===== config.mk =====
export PLATFORM = sky130hd
export DESIGN_NAME = fir_sample_sequencer
export DESIGN_NICKNAME = d
export VERILOG_FILES = /design/src/rtl/fir_seq_pkg.sv /design/src/rtl/fir_seq_tick_gen.sv /design/src/rtl/fir_sample_sequencer.sv
export SDC_FILE = /design/constraint.sdc
export NUM_CORES = 1
export LEC_CHECK = 0
export BUFFER_PORTS_ARGS = -buffer_cell sky130_fd_sc_hd__clkbuf_2
export CAP_MARGIN = 20
export CORE_UTILIZATION = 35
export CTS_CLUSTER_DIAMETER = 150
export CTS_CLUSTER_SIZE = 25
export DETAILED_ROUTE_END_ITERATION = 8
export SETUP_SLACK_MARGIN = 0.4
export SLEW_MARGIN = 20
export SYNTH_ARGS = -nofsm -noshare
export SYNTH_HDL_FRONTEND = slang
export SYNTH_HIERARCHICAL = 1
export SYNTH_SLANG_ARGS = --single-unit

===== constraint.sdc =====
create_clock -name i_clk -period 2.45 [get_ports i_clk]
set_input_delay 0.6125 -clock i_clk [delete_from_list [all_inputs] [get_ports i_clk]]
set_output_delay 0.6125 -clock i_clk [all_outputs]
set_load 0.02 [all_outputs]

===== src/rtl/fir_seq_pkg.sv =====
// ============================================================================
// Module   : fir_seq_pkg
// Brief    : Shared types and constants for the FIR sample sequencer.
// Revision : 1.0 - initial release
// ============================================================================
`default_nettype none

package fir_seq_pkg;

  typedef enum logic [1:0] {
    IDLE  = 2'd0,
    RUN   = 2'd1,
    DRAIN = 2'd2,
    DONE  = 2'd3
  } seq_state_t;

  localparam int MAX_ROM_LATENCY = 4;
  localparam int PERIOD_CNT_W    = 8;
  localparam int OVERRUN_CNT_W   = 16;

  // Period counter sticks at all-ones instead of wrapping.
  function automatic logic [PERIOD_CNT_W-1:0] period_sat_inc(
    input logic [PERIOD_CNT_W-1:0] cnt
  );
    return (cnt == '1) ? cnt : cnt + 1'b1;
  endfunction

endpackage

`default_nettype wire


===== src/rtl/fir_seq_tick_gen.sv =====
// ============================================================================
// Module   : fir_seq_tick_gen
// Brief    : Sample-rate divider; counts 0..div and ticks on the terminal count.
// Revision : 1.0 - initial release
// ============================================================================
`default_nettype none

module fir_seq_tick_gen
  import fir_seq_pkg::*;
#(
  parameter int DIV_WIDTH = 16
) (
  input  logic                 i_clk,
  input  logic                 i_rst_n,
  input  logic                 i_en,
  input  logic                 i_clr,
  input  logic [DIV_WIDTH-1:0] iv_div,
  output logic                 o_tick
);

  logic [DIV_WIDTH-1:0] r_cnt;
  logic                 w_at_div;

  assign w_at_div = (r_cnt == iv_div);
  assign o_tick   = i_en & w_at_div;

  always_ff @(posedge i_clk or negedge i_rst_n) begin
    if (!i_rst_n) begin
      r_cnt <= '0;
    end else if (i_clr) begin
      r_cnt <= '0;
    end else if (i_en) begin
      r_cnt <= w_at_div ? '0 : r_cnt + 1'b1;
    end
  end

endmodule

`default_nettype wire


===== src/rtl/fir_sample_sequencer.sv =====
// ============================================================================
// Module   : fir_sample_sequencer
// Brief    : Walks a waveform ROM at a programmable rate and feeds the FIR.
//            FIR_SEQ_OVERRUN_CNT_EN adds ov_overrun_cnt (skipped RUN ticks).
// Revision : 1.0 - initial release
// ============================================================================
`default_nettype none

module fir_sample_sequencer
  import fir_seq_pkg::*;
#(
  parameter int DATA_WIDTH  = 24,
  parameter int ADDR_WIDTH  = 24,
  parameter int TABLE_LEN   = 440,
  parameter int DIV_WIDTH   = 16,
  parameter int ROM_LATENCY = 1
) (
  input  logic                     i_clk,
  input  logic                     i_rst_n,
  input  logic                     i_start,
  input  logic                     i_stop,
  input  logic [DIV_WIDTH-1:0]     iv_clk_div,
  input  logic [PERIOD_CNT_W-1:0]  iv_num_periods,
  input  logic                     i_fir_ready,
  output logic [ADDR_WIDTH-1:0]    ov_rom_addr,
  output logic                     o_rom_en,
  input  logic [DATA_WIDTH-1:0]    iv_rom_data,
  output logic                     o_fir_en,
  output logic [DATA_WIDTH-1:0]    ov_fir_din,
  output logic                     o_busy,
  output logic                     o_done,
`ifdef FIR_SEQ_OVERRUN_CNT_EN
  output logic [OVERRUN_CNT_W-1:0] ov_overrun_cnt,
`endif
  output logic [PERIOD_CNT_W-1:0]  ov_period_cnt
);

  localparam logic [ADDR_WIDTH-1:0] c_last_addr = ADDR_WIDTH'(TABLE_LEN - 1);

  if (ROM_LATENCY < 1 || ROM_LATENCY > MAX_ROM_LATENCY) begin : g_bad_latency
    $error("fir_sample_sequencer: ROM_LATENCY out of range");
  end

  seq_state_t              r_state;
  seq_state_t              w_state_nxt;
  logic [DIV_WIDTH-1:0]    r_div;
  logic [PERIOD_CNT_W-1:0] r_num_periods;
  logic [ADDR_WIDTH-1:0]   r_addr;
  logic [PERIOD_CNT_W-1:0] r_period_cnt;
  logic [PERIOD_CNT_W-1:0] w_period_inc;
  logic [ROM_LATENCY-1:0]  r_vpipe;
  logic                    r_fir_en;
  logic [DATA_WIDTH-1:0]   r_fir_din;
  logic                    w_tick;
  logic                    w_tick_en;
  logic                    w_start_acc;
  logic                    w_rom_en;
  logic                    w_addr_wrap;
  logic                    w_last_read;
  logic                    w_pipe_empty;

  assign w_tick_en    = (r_state == RUN);
  assign w_addr_wrap  = (r_addr == c_last_addr);
  assign w_period_inc = r_period_cnt + 1'b1;
  // The read that closes the final period is still issued; RUN ends with it.
  assign w_last_read  = w_addr_wrap && (r_num_periods != '0) &&
                        (w_period_inc == r_num_periods);
  assign w_pipe_empty = (r_vpipe == '0) && !r_fir_en;

  fir_seq_tick_gen #(
    .DIV_WIDTH (DIV_WIDTH)
  ) u_tick_gen (
    .i_clk   (i_clk),
    .i_rst_n (i_rst_n),
    .i_en    (w_tick_en),
    .i_clr   (w_start_acc),
    .iv_div  (r_div),
    .o_tick  (w_tick)
  );

  always_ff @(posedge i_clk or negedge i_rst_n) begin
    if (!i_rst_n) begin
      r_state <= IDLE;
    end else begin
      r_state <= w_state_nxt;
    end
  end

  always_comb begin
    w_state_nxt = r_state;
    w_start_acc = 1'b0;
    w_rom_en    = 1'b0;
    case (r_state)
      IDLE: begin
        if (i_start) begin
          w_start_acc = 1'b1;
          w_state_nxt = RUN;
        end
      end
      RUN: begin
        // A stop coinciding with a tick suppresses that tick's read.
        if (i_stop) begin
          w_state_nxt = DRAIN;
        end else if (w_tick && i_fir_ready) begin
          w_rom_en = 1'b1;
          if (w_last_read) begin
            w_state_nxt = DRAIN;
          end
        end
      end
      DRAIN: begin
        if (w_pipe_empty) begin
          w_state_nxt = DONE;
        end
      end
      DONE: begin
        w_state_nxt = IDLE;
      end
      default: begin
        w_state_nxt = IDLE;
      end
    endcase
  end

  always_ff @(posedge i_clk or negedge i_rst_n) begin
    if (!i_rst_n) begin
      r_div         <= '0;
      r_num_periods <= '0;
      r_addr        <= '0;
      r_period_cnt  <= '0;
    end else if (w_start_acc) begin
      r_div         <= iv_clk_div;
      r_num_periods <= iv_num_periods;
      r_addr        <= '0;
      r_period_cnt  <= '0;
    end else if (w_rom_en) begin
      if (w_addr_wrap) begin
        r_addr       <= '0;
        r_period_cnt <= period_sat_inc(r_period_cnt);
      end else begin
        r_addr <= r_addr + 1'b1;
      end
    end
  end

  // Valid marker travels alongside the ROM access so data is captured on arrival.
  if (ROM_LATENCY == 1) begin : g_pipe_one
    always_ff @(posedge i_clk or negedge i_rst_n) begin
      if (!i_rst_n) begin
        r_vpipe <= '0;
      end else begin
        r_vpipe <= w_rom_en;
      end
    end
  end else begin : g_pipe_deep
    always_ff @(posedge i_clk or negedge i_rst_n) begin
      if (!i_rst_n) begin
        r_vpipe <= '0;
      end else begin
        r_vpipe <= {r_vpipe[ROM_LATENCY-2:0], w_rom_en};
      end
    end
  end

  always_ff @(posedge i_clk or negedge i_rst_n) begin
    if (!i_rst_n) begin
      r_fir_en  <= 1'b0;
      r_fir_din <= '0;
    end else begin
      r_fir_en <= r_vpipe[ROM_LATENCY-1];
      if (r_vpipe[ROM_LATENCY-1]) begin
        r_fir_din <= iv_rom_data;
      end
    end
  end

`ifdef FIR_SEQ_OVERRUN_CNT_EN
  logic [OVERRUN_CNT_W-1:0] r_overrun_cnt;
  logic                     w_skip;

  assign w_skip = (r_state == RUN) && w_tick && !i_fir_ready && !i_stop;

  always_ff @(posedge i_clk or negedge i_rst_n) begin
    if (!i_rst_n) begin
      r_overrun_cnt <= '0;
    end else if (w_start_acc) begin
      r_overrun_cnt <= '0;
    end else if (w_skip && (r_overrun_cnt != '1)) begin
      r_overrun_cnt <= r_overrun_cnt + 1'b1;
    end
  end

  assign ov_overrun_cnt = r_overrun_cnt;
`endif

  assign ov_rom_addr   = r_addr;
  assign o_rom_en      = w_rom_en;
  assign o_fir_en      = r_fir_en;
  assign ov_fir_din    = r_fir_din;
  assign o_busy        = (r_state == RUN) || (r_state == DRAIN);
  assign o_done        = (r_state == DONE);
  assign ov_period_cnt = r_period_cnt;

endmodule

`default_nettype wire


==> flow_metrics.env, run 1 <==
export IMPL_status="finished with violations"
export IMPL_violations="negative setup slack"
export IMPL_grt_overflow_total=0
export IMPL_fmax_ghz=0.378
export IMPL_drive_above_1_share_pct=44.7
export IMPL_crit_path_max_incr_delay_ns=0.40
export IMPL_synth_adder_area_share_pct=1.95
export IMPL_synthesis_area_mm2=0.00513
export IMPL_clkSlewWorstSetupHoldPaths_ns=0.07
export IMPL_die_w_um=123
export IMPL_area_growth_pct=41.8
export IMPL_ant_nets=0
export IMPL_nets=779
export IMPL_irDropWorstVdd_mv=0.433
export IMPL_io_buffers=112
export IMPL_cp_required_ns=1.84
export IMPL_synth_seq_cells=100
export IMPL_multiInputGateArea_mm2=0.00282
export IMPL_synth_edf_count=0
export IMPL_period_minus_slack_ns=2.65
export IMPL_synth_nets=591
export IMPL_wl_um=13900
export IMPL_first_iter_violations=254
export IMPL_slew_headroom_pct=55.5
export IMPL_final_area_mm2=0.00728
export IMPL_fin_worst_skew_ns=0.00718
export IMPL_hpwl_um=9540
export IMPL_grt_pass1_wl_um=22000
export IMPL_synth_top_family_by_area="simple AND/OR/NAND/NOR gates"
export IMPL_worst_hold_path_type="input port to asynchronous set/reset pin"
export IMPL_cts_sinks=100
export IMPL_maxCapViolCount=0
export IMPL_regToRegSetupSlack_ns=-0.13
export IMPL_synth_seq_area_share_pct=48.8
export IMPL_finalCritPeriodShare_pct=108
export IMPL_tightestPinTransition_ns=0.661
export IMPL_h_tree_depth=3
export IMPL_synth_simple_area_share_pct=23.6
export IMPL_p_leak_nw=3.61
export IMPL_hold_violations=0
export IMPL_gp_congestion=0.863
export IMPL_whs_ns=0.283
export IMPL_grt_max_degree=47
export IMPL_setup_tns_final_ns=-0.999
export IMPL_cp_slowest_cell="dfrtp_1"
export IMPL_rsz0062_at_grt="yes"
export IMPL_initial_utilization_pct=36.4
export IMPL_ys_types=58
export IMPL_cpLargestDelayFamily="simple AND/OR/NAND/NOR gates"
export IMPL_critPathMaxFanout=2
export IMPL_synthMuxAreaShare_pct=6.05
export IMPL_viasPerCell=5.15
export IMPL_synth_compound_area_share_pct=9.12
export IMPL_die_area_mm2=0.0151
export IMPL_path_class="flip-flop to output pin"
export IMPL_dpl_instance_area_mm2=0.00629
export IMPL_path_cells="xor2_1 -> nor4_2 -> nand4_2 -> nor2_2 -> and2_4 -> nand2_4 -> clkinv_4 -> buf_6 -> buf_8"
export IMPL_clockRootBuffer="clkbuf_16"
export IMPL_synthCells=530
export IMPL_wl_per_cell_um=15.4
export IMPL_drtPass1Iterations=4
export IMPL_finalSetupViolations=15
export IMPL_clockBufferDepth=2
export IMPL_clkLatencyLatePin_ns=0.35
export IMPL_syn_avg_cell_area_um2=9.68
export IMPL_io_pin_count=113
export IMPL_antenna_found_initial=0
export IMPL_core_mm2=0.0141
export IMPL_startpoint_type="flip-flop"
export IMPL_ys_flop_type="dfrtp_1"
export IMPL_gr_usage_all_layers_pct=18.7
export IMPL_slew_violations=0
export IMPL_cts_hold_fix_buffers=0
export IMPL_tritoncts="done"
export IMPL_grt_pass1_vias=4564
export IMPL_rows=43
export IMPL_cp_end_kind="output pin"
export IMPL_drc=0
export IMPL_filler_cell_count=1323
export IMPL_diodes=0
export IMPL_final_util_pct=51.6
export IMPL_synth_xor_xnor_area_share_pct=7.68
export IMPL_ys_async_sr_fraction_pct=100
export IMPL_crit_buf_inv=3
export IMPL_regArea_mm2=0.00250
export IMPL_worst_endpoint_arrival_ns=2.03
export IMPL_finalWorstSetupSlack_ns=-0.195
export IMPL_num_vias=4647
export IMPL_cts_buffers_inserted=9
export IMPL_power_density_mw_per_mm2=744
export IMPL_die_y_um=123
export IMPL_p_total_mw=5.41
export IMPL_synth_warnings=6
-- per-layer routing --
layer / track usage, % / up-vias / routed length, um
li1: - / 2221 / -
met3: 5.21 / 16 / 803
met2: 31.4 / 125 / 7020
met5: 0 / - / 0
met1: 23.6 / 2285 / 5920
met4: 5.12 / 0 / 183
-- logic make-up after synthesis --
group / after synthesis
AND/OR/NAND/NOR: 243
XOR/XNOR: 45
adder cells (fa/ha/maj): 8
AO/OA/AOI/OAI: 74
multiplexers: 28
buffers and inverters: 32
flip-flops: 100
-- stage by stage --
step,setup slack [ns],instances
finish,-0.195,903
global route,-0.324,903
CTS,-0.293,884
detailed placement,-0.0747,857
global placement,-0.0313,857
floorplan,-0.00386,530
-- Yosys cell counts (2+ instances only) --
| library cell | instances | area, um^2 |
|---|---|---|
| nand3b_1 | 2 | 15.0 |
| nor4_1 | 6 | 37.5 |
| xor2_1 | 30 | 263 |
| nand2_1 | 109 | 409 |
| o41ai_1 | 2 | 17.5 |
| nand3_1 | 22 | 110 |
| ha_1 | 8 | 100 |
| nor4_2 | 4 | 50.1 |
| a31oi_1 | 5 | 31.3 |
| o211ai_1 | 2 | 15.0 |
| o31ai_1 | 3 | 22.5 |
| buf_1 | 3 | 11.3 |
| and4_1 | 3 | 26.3 |
| and3_1 | 5 | 31.3 |
| nor2b_1 | 5 | 31.3 |
| or3_1 | 10 | 62.6 |
| a21oi_1 | 22 | 110 |
| mux2_2 | 24 | 270 |
| dfrtp_1 | 100 | 2500 |
| nor2_2 | 10 | 62.6 |
| xnor2_1 | 15 | 131 |
| nor3b_1 | 2 | 15.0 |
| or4_1 | 3 | 22.5 |
| inv_1 | 10 | 37.5 |
| buf_2 | 3 | 15.0 |
| o21ai_0 | 24 | 120 |
| clkbuf_1 | 13 | 48.8 |
| nor3_1 | 13 | 65.1 |
| mux2i_1 | 4 | 40.0 |
| nor2_1 | 29 | 109 |
| o21ai_1 | 2 | 10.0 |
| nand4_1 | 10 | 62.6 |
| and2_1 | 2 | 12.5 |
-- flip-flops by register name, summed over array words and instances (netlist names) --
signal            count
o_fir_en              1
ov_fir_din           24
ov_period_cnt         8
ov_rom_addr          24
r_div                16
r_num_periods         8
r_state               2
r_vpipe               1
u_tick_gen/r_cnt     16
-- cells in the final DEF, fill, tap and decap left out, types with 4 or more instances in the layout --
cell type	instances
and3_1	4
a21oi_1	14
nand4_1	10
or3_1	8
nor4_2	5
o21ai_2	10
clkbuf_2	109
nor4_1	4
nand3_1	20
buf_4	63
mux2_2	24
nand2_1	101
dfrtp_1	98
nor2_2	11
clkbuf_16	10
nor2b_1	4
nand2_2	5
a31oi_1	5
mux2i_1	4
a21oi_2	8
xor2_1	30
o21ai_0	14
ha_1	7
nor3_1	9
inv_1	8
buf_6	19
nor2_1	26
xnor2_1	13
-- where the power goes --
group	switching, mW	internal, mW
clock network	0.613	1.05
logic	0.910	0.721
registers	0.218	1.90
-- cell type report --
class | count | area share (%)
inverter | 11 | 0.757
multi-input combinational | 400 | 38.7
tap | 180 | 3.10
clock buffer | 12 | 3.53
timing repair buffer | 196 | 18.2
clock inverter | 4 | 1.31
sequential | 100 | 34.4
-- worst paths after layout --
kind,from,to,cells after the start
max in group asynchronous,i_rst_n,ov_rom_addr[18],2
min in group i_clk,iv_num_periods[2],r_num_periods[2],3
hold / removal,i_rst_n,ov_period_cnt[1],1
setup / recovery,r_div[15],o_rom_en,9
hold reg to reg,r_div[10],r_div[10],2
setup reg to reg,ov_rom_addr[18],ov_period_cnt[7],8
-- timing repair --
action | 4_1_cts | 5_1_grt
gates resized for setup | 42 | 56
endpoints found under the setup margin | 38 | 41
endpoints found under the hold margin | 0 | 0
buffers inserted | 10 | 17
gates cloned | 1 | 2
pin swaps | 33 | 40
(Power assumes the default switching activity.)
==> inputs of run 2 (changes only) <==
Settings changed: CTS_BUF_LIST set to sky130_fd_sc_hd__clkbuf_2, PLACE_DENSITY_LB_ADDON set to 0.08.
==> flow_metrics.env, run 2 (synthesis gave the netlist of run 1 again) <==
export IMPL_status="finished with violations"
export IMPL_violations="negative setup slack"
export IMPL_cts_buffers_inserted=9
export IMPL_setup_tns_final_ns=-2.37
export IMPL_power_density_mw_per_mm2=612
export IMPL_cpLargestDelayFamily="simple AND/OR/NAND/NOR gates"
export IMPL_worst_endpoint_arrival_ns=2.41
export IMPL_p_leak_nw=3.67
export IMPL_wl_per_cell_um=15.4
export IMPL_h_tree_depth=3
export IMPL_core_mm2=0.0141
export IMPL_die_area_mm2=0.0151
export IMPL_dp_cells=863
export IMPL_reg2reg_depth=14
export IMPL_drtPass1Iterations=5
export IMPL_grt_max_degree=38
export IMPL_die_w_um=123
export IMPL_drc=0
export IMPL_hpwl_um=9780
export IMPL_viasPerCell=5.05
export IMPL_clockRootBuffer="clkbuf_2"
export IMPL_hold_violations=0
export IMPL_layout_common_cells="nand2_1, clkbuf_2, dfrtp_1"
export IMPL_cp_slowest_cell="dfrtp_1"
export IMPL_period_minus_slack_ns=3.02
export IMPL_gr_usage_all_layers_pct=20.2
export IMPL_first_iter_violations=300
export IMPL_maxCapViolCount=0
export IMPL_cp_endpoint="o_rom_en"
export IMPL_worst_hold_path_type="input port to flip-flop"
export IMPL_final_cells=931
export IMPL_path_cells="xor2_1 -> nor4_2 -> nand4_2 -> nor2_4 -> and2_4 -> nand2_4 -> clkinv_4 -> buf_12 -> buf_8"
export IMPL_io_pin_count=113
export IMPL_fmax_ghz=0.331
export IMPL_finalSetupViolations=25
export IMPL_antenna_found_initial=0
export IMPL_tritoncts="done"
export IMPL_clockBufferDepth=2
export IMPL_finalWorstSetupSlack_ns=-0.571
export IMPL_grt_overflow_total=0
export IMPL_r2r_start="u_tick_gen/r_cnt[15]"
export IMPL_diodes=0
export IMPL_area_growth_pct=45.1
export IMPL_cp_end_kind="output pin"
export IMPL_io_buffers=112
export IMPL_initial_utilization_pct=36.4
export IMPL_rsz0062_at_grt="yes"
export IMPL_cp_required_ns=1.84
export IMPL_drive_above_1_share_pct=46.9
export IMPL_crit_path_max_incr_delay_ns=0.46
export IMPL_clkSlewWorstSetupHoldPaths_ns=0.32
export IMPL_filler_cell_count=1302
export IMPL_num_vias=4702
export IMPL_clkLatencyLatePin_ns=0.62
export IMPL_cts_sinks=100
export IMPL_grt_pass1_vias=4718
export IMPL_nets=807
export IMPL_regToRegSetupSlack_ns=-0.21
export IMPL_startpoint_type="flip-flop"
export IMPL_wl_um=14300
export IMPL_rr_endpoint="ov_rom_addr[20]"
export IMPL_ant_nets=0
export IMPL_rows=43
export IMPL_finalCritPeriodShare_pct=123
export IMPL_grt_pass1_wl_um=23600
export IMPL_path_class="flip-flop to output pin"
export IMPL_critPathMaxFanout=2
export IMPL_final_common_cell="nand2_1"
export IMPL_crit_buf_inv=3
export IMPL_cp_startpoint="u_tick_gen/r_cnt[15]"
export IMPL_die_y_um=123
export IMPL_cp_depth=9
export IMPL_slew_headroom_pct=57.3
export IMPL_slew_violations=0
export IMPL_gp_congestion=0.823
export IMPL_fin_worst_skew_ns=0.0352
export IMPL_irDropWorstVdd_mv=0.388
export IMPL_tightestPinTransition_ns=0.633
==> run 2: changes by cell type in the layout (fill, tap and decap cells not counted), moves of 4 or more <==
| cell | delta |
|---|---|
| clkbuf_2 | -7 |
| nand2_2 | -4 |
| buf_6 | +16 |
| clkbuf_16 | -10 |
| dfrtp_2 | +13 |
| buf_8 | +13 |
| o21ai_1 | +4 |
| nand2_1 | +4 |
| dfrtp_1 | -13 |
| buf_4 | +13 |
==> run 2: repair_timing <==
action | CTS | global route
resized for setup | 94 | 71
setup buffers | 24 | 24
gates cloned | 3 | 0
pin swaps | 31 | 29
hold endpoints to repair | 33 | 0
setup endpoints to repair | 57 | 75
hold buffers | 1 | 0
==> run 2: area by class of cell <==
type                    instances  area [um^2]  share of cell area [%]
clock buffers                   9         45.0                   0.605
clock inverters                 7         57.6                   0.773
inverters                      11         48.8                   0.656
multi-input cells             399         2790                    37.4
flip-flops and latches        100         2520                    33.9
well taps                     180          225                    3.03
repair buffers                225         1760                    23.7
==> run 2: through the flow <==
stage	setup WS (ns)	utilization (%)	total power, mW	area [um^2]	hold WS [ns]
detailed placement	-0.133	45.1	3.51	6360	0.487
finish	-0.571	52.8	4.56	7440	0.133
global placement	-0.0522	45.1	3.48	6360	0.487
floorplan	-0.00386	-	3.07	5200	0.317
CTS	-0.723	50.1	4.57	7060	0.0649
global route	-0.770	52.8	4.91	7440	0.0478
==> run 2: per-layer routing <==
layer | GRT usage (%) | share of wire [%]
met2 | 33.2 | 50
met5 | 0 | 0
met1 | 26.2 | 44
met3 | 5.67 | 5.7
met4 | 5.27 | 0.71
==> run 2: worst min path at each step <==
| stage | startpoint | end | slack [ns] | cells past startpoint |
|---|---|---|---|---|
| 2_1_floorplan | i_rst_n | o_fir_en | 0.32 | 0 |
| 3_3_place_gp | r_div[6] | r_div[6] | 0.49 | 2 |
| 3_5_place_dp | r_div[2] | r_div[2] | 0.49 | 2 |
| 4_1_cts | iv_clk_div[1] | r_div[1] | 0.06 | 3 |
| 5_1_grt | iv_clk_div[2] | r_div[2] | 0.05 | 3 |
| 6_report | iv_clk_div[1] | r_div[1] | 0.13 | 3 |
==> run 2: power by group <==
group	switching (mW)	leakage, nW	internal (mW)
Combinational	0.918	2.28	0.754
Sequential	0.210	1.33	1.90
Clock	0.627	0.0629	0.153
==> run 2: worst register-to-register path, cell delays in order (launching register included) <==
cell,delay (ns)
dfrtp_1,0.46
xor2_1,0.17
nor4_2,0.35
nand4_2,0.18
nor2_4,0.13
and2_4,0.17
nand2_4,0.06
clkinv_4,0.07
buf_4,0.10
buf_6,0.09
o211ai_1,0.21
buf_4,0.23
a31oi_1,0.15
o21ai_1,0.12
o41ai_2,0.07
